[config.mk]
export PLATFORM = sky130hd
export DESIGN_NAME = serial_frame_rx
export DESIGN_NICKNAME = d
export VERILOG_FILES = /design/src/rtl/serial_pkg.sv /design/src/rtl/sipo_shift_reg.sv /design/src/rtl/serial_frame_rx.sv
export SDC_FILE = /design/constraint.sdc
export NUM_CORES = 1
export LEC_CHECK = 0
export ABC_AREA = 1
export CORE_ASPECT_RATIO = 0.7
export CORE_UTILIZATION = 30
export CTS_CLUSTER_DIAMETER = 30
export DETAILED_ROUTE_END_ITERATION = 10
export GPL_TIMING_DRIVEN = 0
export PLACE_DENSITY_LB_ADDON = 0.05
export SYNTH_ARGS = -nofsm -noshare
export SYNTH_HDL_FRONTEND = slang
export SYNTH_SLANG_ARGS = --single-unit
[constraint.sdc]
create_clock -name clk -period 2.5 [get_ports clk]
set_input_delay 0.375 -clock clk [delete_from_list [all_inputs] [get_ports clk]]
set_output_delay 0.375 -clock clk [all_outputs]
set_load 0.005 [all_outputs]
[src/rtl/serial_pkg.sv]
// Shared constants for the serial framing receiver: FSM state encoding and line levels.
package serial_pkg;

   localparam logic [1:0] ST_IDLE = 2'd0;
   localparam logic [1:0] ST_DATA = 2'd1;
   localparam logic [1:0] ST_STOP = 2'd2;

   localparam logic START_BIT = 1'b0;
   localparam logic STOP_BIT  = 1'b1;

endpackage

[src/rtl/sipo_shift_reg.sv]
// Serial-in parallel-out right-shift register: new bits enter at the MSB, so the first bit
// received ends up in the LSB after WIDTH shifts.
module sipo_shift_reg #(
   parameter int unsigned WIDTH = 8
) (
   input  logic             clk,
   input  logic             clear_i,
   input  logic             shift_en_i,
   input  logic             data_i,
   output logic [WIDTH-1:0] q_o
);

   logic [WIDTH-1:0] q_q;
   logic [WIDTH-1:0] q_d;

   generate
      if (WIDTH == 1) begin : g_single
         assign q_d = data_i;
      end else begin : g_multi
         assign q_d = {data_i, q_q[WIDTH-1:1]};
      end
   endgenerate

   always_ff @(posedge clk) begin
      if (clear_i) begin
         q_q <= '0;
      end else if (shift_en_i) begin
         q_q <= q_d;
      end
   end

   assign q_o = q_q;

endmodule

[src/rtl/serial_frame_rx.sv]
// Frames a strobed serial bit stream (start 0, WIDTH data bits LSB-first, stop 1) into words,
// pulsing data_valid on a good stop bit and frame_err on a bad one.
module serial_frame_rx
   import serial_pkg::*;
#(
   parameter int unsigned WIDTH = 8
) (
   input  logic             clk,
   input  logic             rst,
   input  logic             bit_en,
   input  logic             serial_in,
   output logic [WIDTH-1:0] data_out,
   output logic             data_valid,
   output logic             frame_err,
   output logic             busy
);

   localparam int unsigned CntW = (WIDTH > 1) ? $clog2(WIDTH) : 1;
   localparam logic [CntW-1:0] LastCnt = CntW'(WIDTH - 1);

   logic [1:0]       state_q, state_d;
   logic [CntW-1:0]  cnt_q, cnt_d;
   logic [WIDTH-1:0] data_out_q, data_out_d;
   logic             valid_q, valid_d;
   logic             err_q, err_d;
   logic             busy_q;
   logic             shift_en;
   logic [WIDTH-1:0] shift_word;

   sipo_shift_reg #(
      .WIDTH (WIDTH)
   ) u_sipo (
      .clk        (clk),
      .clear_i    (rst),
      .shift_en_i (shift_en),
      .data_i     (serial_in),
      .q_o        (shift_word)
   );

   always_comb begin
      state_d    = state_q;
      cnt_d      = cnt_q;
      data_out_d = data_out_q;
      valid_d    = 1'b0;
      err_d      = 1'b0;
      shift_en   = 1'b0;
      if (bit_en) begin
         case (state_q)
            ST_IDLE: begin
               if (serial_in == START_BIT) begin
                  state_d = ST_DATA;
                  cnt_d   = '0;
               end
            end
            ST_DATA: begin
               shift_en = 1'b1;
               if (cnt_q == LastCnt) begin
                  state_d = ST_STOP;
                  cnt_d   = '0;
               end else begin
                  cnt_d = cnt_q + CntW'(1);
               end
            end
            ST_STOP: begin
               // A 0 here is only an error, never a new start bit.
               state_d = ST_IDLE;
               if (serial_in == STOP_BIT) begin
                  data_out_d = shift_word;
                  valid_d    = 1'b1;
               end else begin
                  err_d = 1'b1;
               end
            end
            default: begin
               state_d = ST_IDLE;
               cnt_d   = '0;
            end
         endcase
      end
   end

   always_ff @(posedge clk) begin
      if (rst) begin
         state_q    <= ST_IDLE;
         cnt_q      <= '0;
         data_out_q <= '0;
         valid_q    <= 1'b0;
         err_q      <= 1'b0;
         busy_q     <= 1'b0;
      end else begin
         state_q    <= state_d;
         cnt_q      <= cnt_d;
         data_out_q <= data_out_d;
         valid_q    <= valid_d;
         err_q      <= err_d;
         busy_q     <= (state_d != ST_IDLE);
      end
   end

   assign data_out   = data_out_q;
   assign data_valid = valid_q;
   assign frame_err  = err_q;
   assign busy       = busy_q;

endmodule

==> tab_implementation.tex, run 1 <==
\begin{tabular}{lr}
\hline
Metric & Value \\
\hline
\multicolumn{2}{l}{\textbf{CTS}} \\
\quad Post-CTS clock slew at the launch and capture registers of the worst setup and hold paths & 0.08 ns \\
\quad Clock tree root driver cell & sky130\_fd\_sc\_hd\_\_clkbuf\_8 \\
\quad Clock tree from TritonCTS & built \\
\quad Clock tree sinks & 24 \\
\quad Number of buffers inserted during clock tree synthesis & 3 \\
\quad Hold-fix buffer count after cts & 0 \\
\quad Deepest level of the CTS H-tree & 1 \\
\quad Count of instances resized after the clock tree is built & 0 \\
\quad Longest Clk Path Bufs & 2 \\
\quad Insertion delay to the later sink of the worst-skew pair & about 0.27 ns \\
\quad Total setup buffers inserted after CTS & 0 \\
\multicolumn{2}{l}{\textbf{Logic synthesis}} \\
\quad Post-synthesis cell type with the largest combined area & sky130\_fd\_sc\_hd\_\_dfxtp\_1 \\
\quad Async set-or-reset flop fraction in the synthesized netlist & 0\% \\
\quad List of most frequent post-synthesis cells & sky130\_fd\_sc\_hd\_\_nor2\_1 (37), sky130\_fd\_sc\_hd\_\_dfxtp\_1 (24), sky130\_fd\_sc\_hd\_\_o21ai\_1 (17) \\
\quad Yosys warning total & 0 \\
\quad Register bit count reported by yosys & 24 \\
\quad Number of distinct library cells after synthesis & 15 \\
\quad Post-synthesis area per instance & a little under 8 um2 \\
\quad Largest cells by area after synthesis & sky130\_fd\_sc\_hd\_\_dfxtp\_1 (52\%), sky130\_fd\_sc\_hd\_\_nor2\_1 (15\%), sky130\_fd\_sc\_hd\_\_o21ai\_1 (9.3\%), sky130\_fd\_sc\_hd\_\_nand2\_1 (5.3\%), sky130\_fd\_sc\_hd\_\_ha\_1 (2.7\%) \\
\quad Seq/Total Area, Yosys & between 50\% and 60\% \\
\quad Commonest register cell after synthesis & sky130\_fd\_sc\_hd\_\_dfxtp\_1 \\
\quad Synth Instances & around 120 \\
\quad Share of Yosys cell area claimed by the top area cell type & $\sim$52\% \\
\quad Nets in the synthesized netlist & approximately 120 \\
\quad Synthesized area & approximately 920 um2 \\
\quad Post-synth EDFFs & 0 \\
\quad Most frequent cell after synthesis & sky130\_fd\_sc\_hd\_\_nor2\_1 \\
\multicolumn{2}{l}{\textbf{Timing}} \\
\quad RSZ-0062 raised after global routing & false \\
\quad Setup skew after layout & $\sim$0.0013 ns \\
\quad Final Hold Viols & 0 \\
\quad Min Clock Period, post-route & between 1.5 and 2 ns \\
\quad Actual transition at the worst max-transition pin & 0.433 ns \\
\quad Remaining max-slew budget at the tightest pin & between 70\% and 80\% \\
\quad Count of endpoints failing setup in the final report & 0 \\
\quad Final WS setup & 0.976 ns \\
\quad Post-route worst hold slack & 0.470 ns \\
\quad Total negative slack & 0 ns \\
\quad Final max-slew violation count & 0 \\
\quad Achievable Freq & $\sim$660 MHz \\
\quad Post-route clock period utilization & between 60\% and 70\% \\
\multicolumn{2}{l}{\textbf{Run status}} \\
\quad Status & complete, no violations \\
\multicolumn{2}{l}{\textbf{Cells and area}} \\
\quad Final non-filler cell area & between 1000 and 1500 um2 \\
\quad Post-layout net count & between 100 and 150 \\
\quad Relative area change from synthesis to final layout & 27.9\% \\
\quad Ant. Diodes & 0 \\
\quad Fraction of final layout cells sized beyond drive strength 1 & 9.63\% \\
\quad Filler Cell Count & 301 \\
\multicolumn{2}{l}{\textbf{Global route}} \\
\quad Total global-route track usage & 12.8\% \\
\quad Wire length of the first global-routing pass & just under 3000 um \\
\quad Antenna violations before repair & 0 \\
\quad Number of global-route vias before repair & around 620 \\
\quad Pin count of the biggest net entering global routing & 15 \\
\quad Residual overflow from global routing & 0 \\
\multicolumn{2}{l}{\textbf{Critical path}} \\
\quad Type of origin of the critical path & input port \\
\quad Slowest CP cell & sky130\_fd\_sc\_hd\_\_clkdlybuf4s50\_1 \\
\quad Setup CP Type & input port to register \\
\quad Buffer and inverter count on the worst path & 3 \\
\quad Category of the worst setup path capture point & register \\
\quad Cell family with the largest share of critical-path delay & buffers and inverters \\
\quad Destination of the worst register-to-register timing path & cnt\_q[0]\$\_SDFFE\_PP0P\_ \\
\quad Launching point of the worst reg2reg path & cnt\_q[0]\$\_SDFFE\_PP0P\_ \\
\quad Highest cell delay on the worst timing path & between 0.5 and 0.6 ns \\
\quad Crit-path cells & clkdlybuf4s50\_1 -> inv\_2 -> clkbuf\_1 -> o21ai\_1 -> nor2\_1 \\
\quad Required time of the worst setup path & around 2.7 ns \\
\quad FF-to-FF path depth & 7 \\
\quad Largest fanout of any net on the critical path & 10 \\
\quad Critical path data arrival time & around 1.7 ns \\
\quad Worst reg2reg setup slack & $\sim$1.4 ns \\
\multicolumn{2}{l}{\textbf{Floorplanning}} \\
\quad Overall die area & between 3000 and 4000 um2 \\
\quad Rows & 16 \\
\quad Placeable Area & $\sim$2800 um2 \\
\quad Die boundary height & 48.3 um \\
\quad I/O pin total & 15 \\
\quad Initial Util & around a third \\
\quad Die width & between 60 and 70 um \\
\multicolumn{2}{l}{\textbf{Detailed routing}} \\
\quad DRT antenna net count & 0 \\
\quad Via density per instance & 4.26 \\
\quad Pre-Repair DR Iteration Count & 3 \\
\quad Total number of vias & roughly 730 \\
\quad Number of remaining DRC errors & 0 \\
\quad DRC marker count from the first detailed-route iteration & 25 \\
\quad Wire length after detailed routing & between 1500 and 2000 um \\
\quad Routed length per placed instance & between 10 and 15 um \\
\multicolumn{2}{l}{\textbf{Min path}} \\
\quad Startpoint of the worst hold path & cnt\_q[1]\$\_SDFFE\_PP0P\_ \\
\quad WHS Endpoint & cnt\_q[1]\$\_SDFFE\_PP0P\_ \\
\quad Class of the tightest hold or removal check & register to register \\
\quad Worst hold path depth & 2 \\
\multicolumn{2}{l}{\textbf{Pwr}} \\
\quad Power density over the cells & 679 nW/um2 \\
\quad Power after layout & roughly 800 uW \\
\quad Maximum vdd drop & 0.502 mV \\
\quad Static leakage & 0.000497 uW \\
\multicolumn{2}{l}{\textbf{Run}} \\
\quad \# Max-Cap Violations & 0 \\
\multicolumn{2}{l}{\textbf{Place}} \\
\quad Post-DP HPWL & about 1300 um \\
\quad Total cell area at the placement stage & $\sim$1100 um2 \\
\quad Number of input and output port buffers inserted & 14 \\
\quad GP Congestion & roughly 0.64 \\
\quad Pre-CTS setup slack & roughly 0.7 ns \\
\hline
\end{tabular}
worst max path at each step:
stage | cells past startpoint | slack (ns) | endpoint | from
floorplan | 7 | 1.45 | cnt_q[0]$_SDFFE_PP0P_ | cnt_q[0]$_SDFFE_PP0P_
global placement | 5 | 0.71 | data_out[2]$_SDFFE_PP0P_ | rst
detailed placement | 5 | 0.68 | data_out[3]$_SDFFE_PP0P_ | rst
CTS | 5 | 0.96 | data_out[6]$_SDFFE_PP0P_ | rst
global route | 5 | 0.80 | data_out[3]$_SDFFE_PP0P_ | rst
finish | 5 | 0.98 | data_out[6]$_SDFFE_PP0P_ | rst
worst reg2reg max path: stages (launching register included):
cell and delay (ns):
sky130_fd_sc_hd__dfxtp_1 0.33, sky130_fd_sc_hd__ha_1 0.20, sky130_fd_sc_hd__ha_1 0.21, sky130_fd_sc_hd__nor2_1 0.09, sky130_fd_sc_hd__nand2_1 0.05, sky130_fd_sc_hd__nand3_1 0.06, sky130_fd_sc_hd__nand2_1 0.05, sky130_fd_sc_hd__nor2_1 0.09
logic make-up after synthesis:
logic type      after synthesis  share of synthesized area (%)
buf+inv                      11                           5.31
flops                        24                           52.3
simple gates                 59                           28.2
compound gates               21                           11.4
fa+ha+maj                     2                           2.72
state kept, by name, indices dropped and copies added (netlist names):
name,count
busy,1
frame_err,1
data_valid,1
cnt_q,3
data_out,8
state_q,2
u_sipo.q_o,8
cell usage in the layout, fill, tap and decap left out, types with 2 or more instances in the layout:
master | netlist | final
sky130_fd_sc_hd__a21oi_1 | 4 | 4
sky130_fd_sc_hd__nand2_2 | 3 | 3
sky130_fd_sc_hd__ha_1 | 2 | 2
sky130_fd_sc_hd__dfxtp_1 | 24 | 24
sky130_fd_sc_hd__clkdlybuf4s50_1 | 0 | 14
sky130_fd_sc_hd__nor2_1 | 37 | 37
sky130_fd_sc_hd__nand2_1 | 13 | 13
sky130_fd_sc_hd__clkbuf_8 | 0 | 3
sky130_fd_sc_hd__inv_1 | 6 | 6
sky130_fd_sc_hd__o21ai_1 | 17 | 17
sky130_fd_sc_hd__inv_2 | 3 | 3
sky130_fd_sc_hd__nand3_1 | 3 | 3
per-stage QoR:
step / util (%) / cells
after detailed placement: 38.8 / 167
after global placement: 38.8 / 167
after floorplan: - / 117
after global routing: 41.3 / 171
final: 41.3 / 171
after CTS: 41.3 / 171
routing by layer:
layer | vias up | global-route usage [%] | share of wire, %
li1 | 408 | - | -
met1 | 305 | 18.6 | 59
met2 | 15 | 17.3 | 36
met3 | 0 | 5.61 | 5.2
met4 | 0 | 2.50 | 0
met5 | - | 0 | 0
report_power, final:
group | internal (uW) | switching [uW] | leakage (uW) | total, uW
registers | 394 | 8.49 | 0.000195 | 403
logic | 22.6 | 34.4 | 0.000266 | 57.0
clock network | 214 | 124 | 0.0000357 | 338
total | 631 | 167 | 0.000497 | 798
area by class of cell:
cell class / instances / area, um2 / share of cell area (%)
flip-flops and latches: 24 / 480 / 40.9
well taps: 36 / 45.0 / 3.83
plain buffers: 2 / 15.0 / 1.28
clock buffers: 3 / 41.3 / 3.51
repair buffers: 14 / 140 / 11.9
clock inverters: 1 / 30.0 / 2.56
multi-input cells: 82 / 389 / 33.1
inverters: 9 / 33.8 / 2.88
No activity file was read; power rests on OpenSTA's default activity.
==> run 2, diff against run 1 <==
==> constraint.sdc (replaced) <==
create_clock -name clk -period 1.34 [get_ports clk]
set_input_delay 0.201 -clock clk [delete_from_list [all_inputs] [get_ports clk]]
set_output_delay 0.201 -clock clk [all_outputs]
set_load 0.005 [all_outputs]
==> run 2 against run 1 <==
  * Power rose by 87%
  * Register-to-register slack got worse by 1.2 ns
  * Final area rose by 1.7%
  * Sequential power rose by 86%
  * First-iteration DRC count did not move
  * Cell count did not move
  * Utilization rose by 0.70 points
  * Sequential cell count did not move
  * Combinational power rose by 86%
  * Critical path depth fell by 4
  * Largest cell class unchanged
==> tab_implementation.tex, run 2 (synthesis results as in run 1) <==
\begin{tabular}{lr}
\hline
Metric & Value \\
\hline
\multicolumn{2}{l}{\textbf{Critical path}} \\
\quad Worst setup path startpoint & data\_out[1]\$\_SDFFE\_PP0P\_ \\
\quad Buffer and inverter count on the worst path & 1 \\
\quad FF-to-FF path depth & 7 \\
\quad Cell family with the largest share of critical-path delay & buffers and inverters \\
\quad Highest cell delay on the worst timing path & between 0.4 and 0.5 ns \\
\quad Destination of the worst register-to-register timing path & cnt\_q[0]\$\_SDFFE\_PP0P\_ \\
\quad Path length in cells of the critical path & 1 \\
\quad Category of the worst setup path capture point & output pin \\
\quad Critical path data arrival time & between 1 and 1.5 ns \\
\quad Largest fanout of any net on the critical path & 2 \\
\quad Crit path to & data\_out[1] \\
\quad Required time of the worst setup path & 1.14 ns \\
\quad Slowest CP cell & sky130\_fd\_sc\_hd\_\_clkdlybuf4s50\_1 \\
\quad Crit-path cells & clkdlybuf4s50\_1 \\
\quad Type of origin of the critical path & register \\
\quad Worst reg2reg setup slack & $\sim$0.2 ns \\
\quad Setup CP Type & register to output pin \\
\quad Launching point of the worst reg2reg path & cnt\_q[0]\$\_SDFFE\_PP0P\_ \\
\multicolumn{2}{l}{\textbf{Floorplanning}} \\
\quad Die boundary height & around 48 um \\
\quad Overall die area & 3290 um2 \\
\quad Rows & 16 \\
\quad Die width & 68.1 um \\
\quad Initial Util & between 30 and 40\% \\
\quad Placeable Area & between 2000 and 3000 um2 \\
\quad I/O pin total & 15 \\
\multicolumn{2}{l}{\textbf{Pwr}} \\
\quad Combinational Power Share & 7.1\% \\
\quad Proportion of power drawn by the clock network & 42.4\% \\
\quad Static leakage & roughly 0.0006 uW \\
\quad Net switching power & 312 uW \\
\quad Maximum vdd drop & $\sim$0.94 mV \\
\quad Seq pwr share & between 50\% and 60\% \\
\quad Power density over the cells & between 1000 and 1500 nW/um2 \\
\quad Internal power & 1180 uW \\
\quad Switching power as a share of total power & 21.0\% \\
\quad Power after layout & between 1000 and 1500 uW \\
\multicolumn{2}{l}{\textbf{Run status}} \\
\quad Status & complete, no violations \\
\multicolumn{2}{l}{\textbf{Timing}} \\
\quad Count of endpoints failing setup in the final report & 0 \\
\quad Final Hold Viols & 0 \\
\quad Actual transition at the worst max-transition pin & between 0.3 and 0.4 ns \\
\quad Post-route clock period utilization & 95.9\% \\
\quad Achievable Freq & between 700 and 800 MHz \\
\quad Final max-slew violation count & 0 \\
\quad Setup skew after layout & slightly below 0.001 ns \\
\quad Min Clock Period, post-route & approximately 1.3 ns \\
\quad Final WS setup & 0.0551 ns \\
\quad Post-route worst hold slack & roughly 0.37 ns \\
\quad Remaining max-slew budget at the tightest pin & about 77\% \\
\multicolumn{2}{l}{\textbf{Cells and area}} \\
\quad Number of standard cells in the final layout excluding fillers & 171 \\
\quad Post-layout net count & around 140 \\
\quad Leading cell types in the layout, fill and taps excluded & sky130\_fd\_sc\_hd\_\_nor2\_1 (37), sky130\_fd\_sc\_hd\_\_dfxtp\_1 (19), sky130\_fd\_sc\_hd\_\_o21ai\_1 (17) \\
\quad Fraction of final layout cells sized beyond drive strength 1 & about 14\% \\
\quad Filler Cell Count & 302 \\
\quad Leading cell type in the layout, fill and taps excluded & sky130\_fd\_sc\_hd\_\_nor2\_1 \\
\quad Area occupied by registers & between 400 and 500 um2 \\
\quad Ant. Diodes & 0 \\
\quad Multi-input combinational cell area & about 400 um2 \\
\quad Relative area change from synthesis to final layout & 30.1\% \\
\multicolumn{2}{l}{\textbf{Place}} \\
\quad GP Congestion & 0.640 \\
\quad Number of cells after detailed placement & roughly 170 \\
\quad Pre-CTS setup slack & -0.304 ns \\
\quad Post-DP HPWL & 1270 um \\
\quad Number of input and output port buffers inserted & 14 \\
\multicolumn{2}{l}{\textbf{Detailed routing}} \\
\quad Number of remaining DRC errors & 0 \\
\quad Via density per instance & $\sim$4.3 \\
\quad Routed length per placed instance & approximately 10 um \\
\quad DRC marker count from the first detailed-route iteration & 25 \\
\quad Wire length after detailed routing & approximately 1700 um \\
\quad DRT antenna net count & 0 \\
\quad Pre-Repair DR Iteration Count & 3 \\
\quad Total number of vias & between 700 and 800 \\
\multicolumn{2}{l}{\textbf{CTS}} \\
\quad Insertion delay to the later sink of the worst-skew pair & $\sim$0.27 ns \\
\quad Post-CTS clock slew at the launch and capture registers of the worst setup and hold paths & roughly 0.08 ns \\
\quad Total setup buffers inserted after CTS & 0 \\
\quad Deepest level of the CTS H-tree & 1 \\
\quad Count of instances resized after the clock tree is built & 1 \\
\quad Number of buffers inserted during clock tree synthesis & 3 \\
\quad Clock tree root driver cell & sky130\_fd\_sc\_hd\_\_clkbuf\_8 \\
\quad Clock tree sinks & 24 \\
\quad Longest Clk Path Bufs & 2 \\
\quad Clock tree from TritonCTS & built \\
\quad Hold-fix buffer count after cts & 0 \\
\multicolumn{2}{l}{\textbf{Global route}} \\
\quad Number of global-route vias before repair & between 600 and 700 \\
\quad Pin count of the biggest net entering global routing & 15 \\
\quad Total global-route track usage & between 10\% and 20\% \\
\quad Residual overflow from global routing & 0 \\
\quad Antenna violations before repair & 0 \\
\quad Wire length of the first global-routing pass & between 2000 and 3000 um \\
\multicolumn{2}{l}{\textbf{Run}} \\
\quad \# Max-Cap Violations & 0 \\
\multicolumn{2}{l}{\textbf{Min path}} \\
\quad Class of the tightest hold or removal check & input port to register \\
\hline
\end{tabular}
run 2: changes by cell type in the layout (fill, tap and decap cells not counted):
cell and delta:
sky130_fd_sc_hd__clkbuf_1 -1, sky130_fd_sc_hd__clkbuf_2 +1, sky130_fd_sc_hd__dfxtp_2 +5, sky130_fd_sc_hd__clkdlybuf4s50_1 -5, sky130_fd_sc_hd__dfxtp_1 -5, sky130_fd_sc_hd__dlymetal6s2s_1 +5
run 2: per-stage QoR:
step	area, um2	TNS (ns)	utilization [%]
floorplan	918	0	-
global placement	1100	-4.46	38.8
detailed placement	1100	-4.86	38.8
CTS	1180	0	41.4
global route	1190	-0.000747	42.0
finish	1190	0	42.0
run 2: worst register-to-register path, stage by stage, from the launching register on:
cell and delay [ns]:
sky130_fd_sc_hd__dfxtp_1 0.33, sky130_fd_sc_hd__ha_1 0.20, sky130_fd_sc_hd__ha_1 0.21, sky130_fd_sc_hd__nor2_1 0.09, sky130_fd_sc_hd__nand2_1 0.05, sky130_fd_sc_hd__nand3_1 0.06
sky130_fd_sc_hd__nand2_1 0.05, sky130_fd_sc_hd__nor2_1 0.08
run 2: metal layers:
metal | track usage, % | vias to the layer above | share of wire (%)
met3 | 5.61 | 0 | 5.4
li1 | - | 409 | -
met1 | 18.6 | 308 | 58
met2 | 17.3 | 13 | 36
met4 | 2.50 | 0 | 0
met5 | 0 | - | 0
run 2: how the worst min path moves through the flow:
stage                          startpoint                    end  slack [ns]  cells after the start
floorplan                             rst  cnt_q[1]$_SDFFE_PP0P_        0.27                      1
global placement    cnt_q[1]$_SDFFE_PP0P_  cnt_q[1]$_SDFFE_PP0P_        0.46                      2
detailed placement  cnt_q[1]$_SDFFE_PP0P_  cnt_q[1]$_SDFFE_PP0P_        0.46                      2
CTS                 cnt_q[1]$_SDFFE_PP0P_  cnt_q[1]$_SDFFE_PP0P_        0.47                      2
global route                       bit_en   frame_err$_SDFF_PP0_        0.40                      3
finish                             bit_en   frame_err$_SDFF_PP0_        0.37                      3
run 2: area by class of cell:
| type | count | area share, % |
|---|---|---|
| clock buffer | 3 | 3.46 |
| multi-input combinational | 82 | 32.6 |
| tap | 36 | 3.77 |
| sequential | 24 | 40.7 |
| buffer | 2 | 1.36 |
| timing repair buffer | 14 | 12.8 |
| inverter | 9 | 2.83 |
| clock inverter | 1 | 2.51 |
run 2: power by group through the flow:
stage	Clock [uW]	Combinational, uW	Sequential (uW)
4_1_cts	656	108	751
3_3_place_gp	0	107	768
3_5_place_dp	0	107	768
6_report	631	106	751
5_1_grt	687	124	755
2_1_floorplan	0	70.3	764
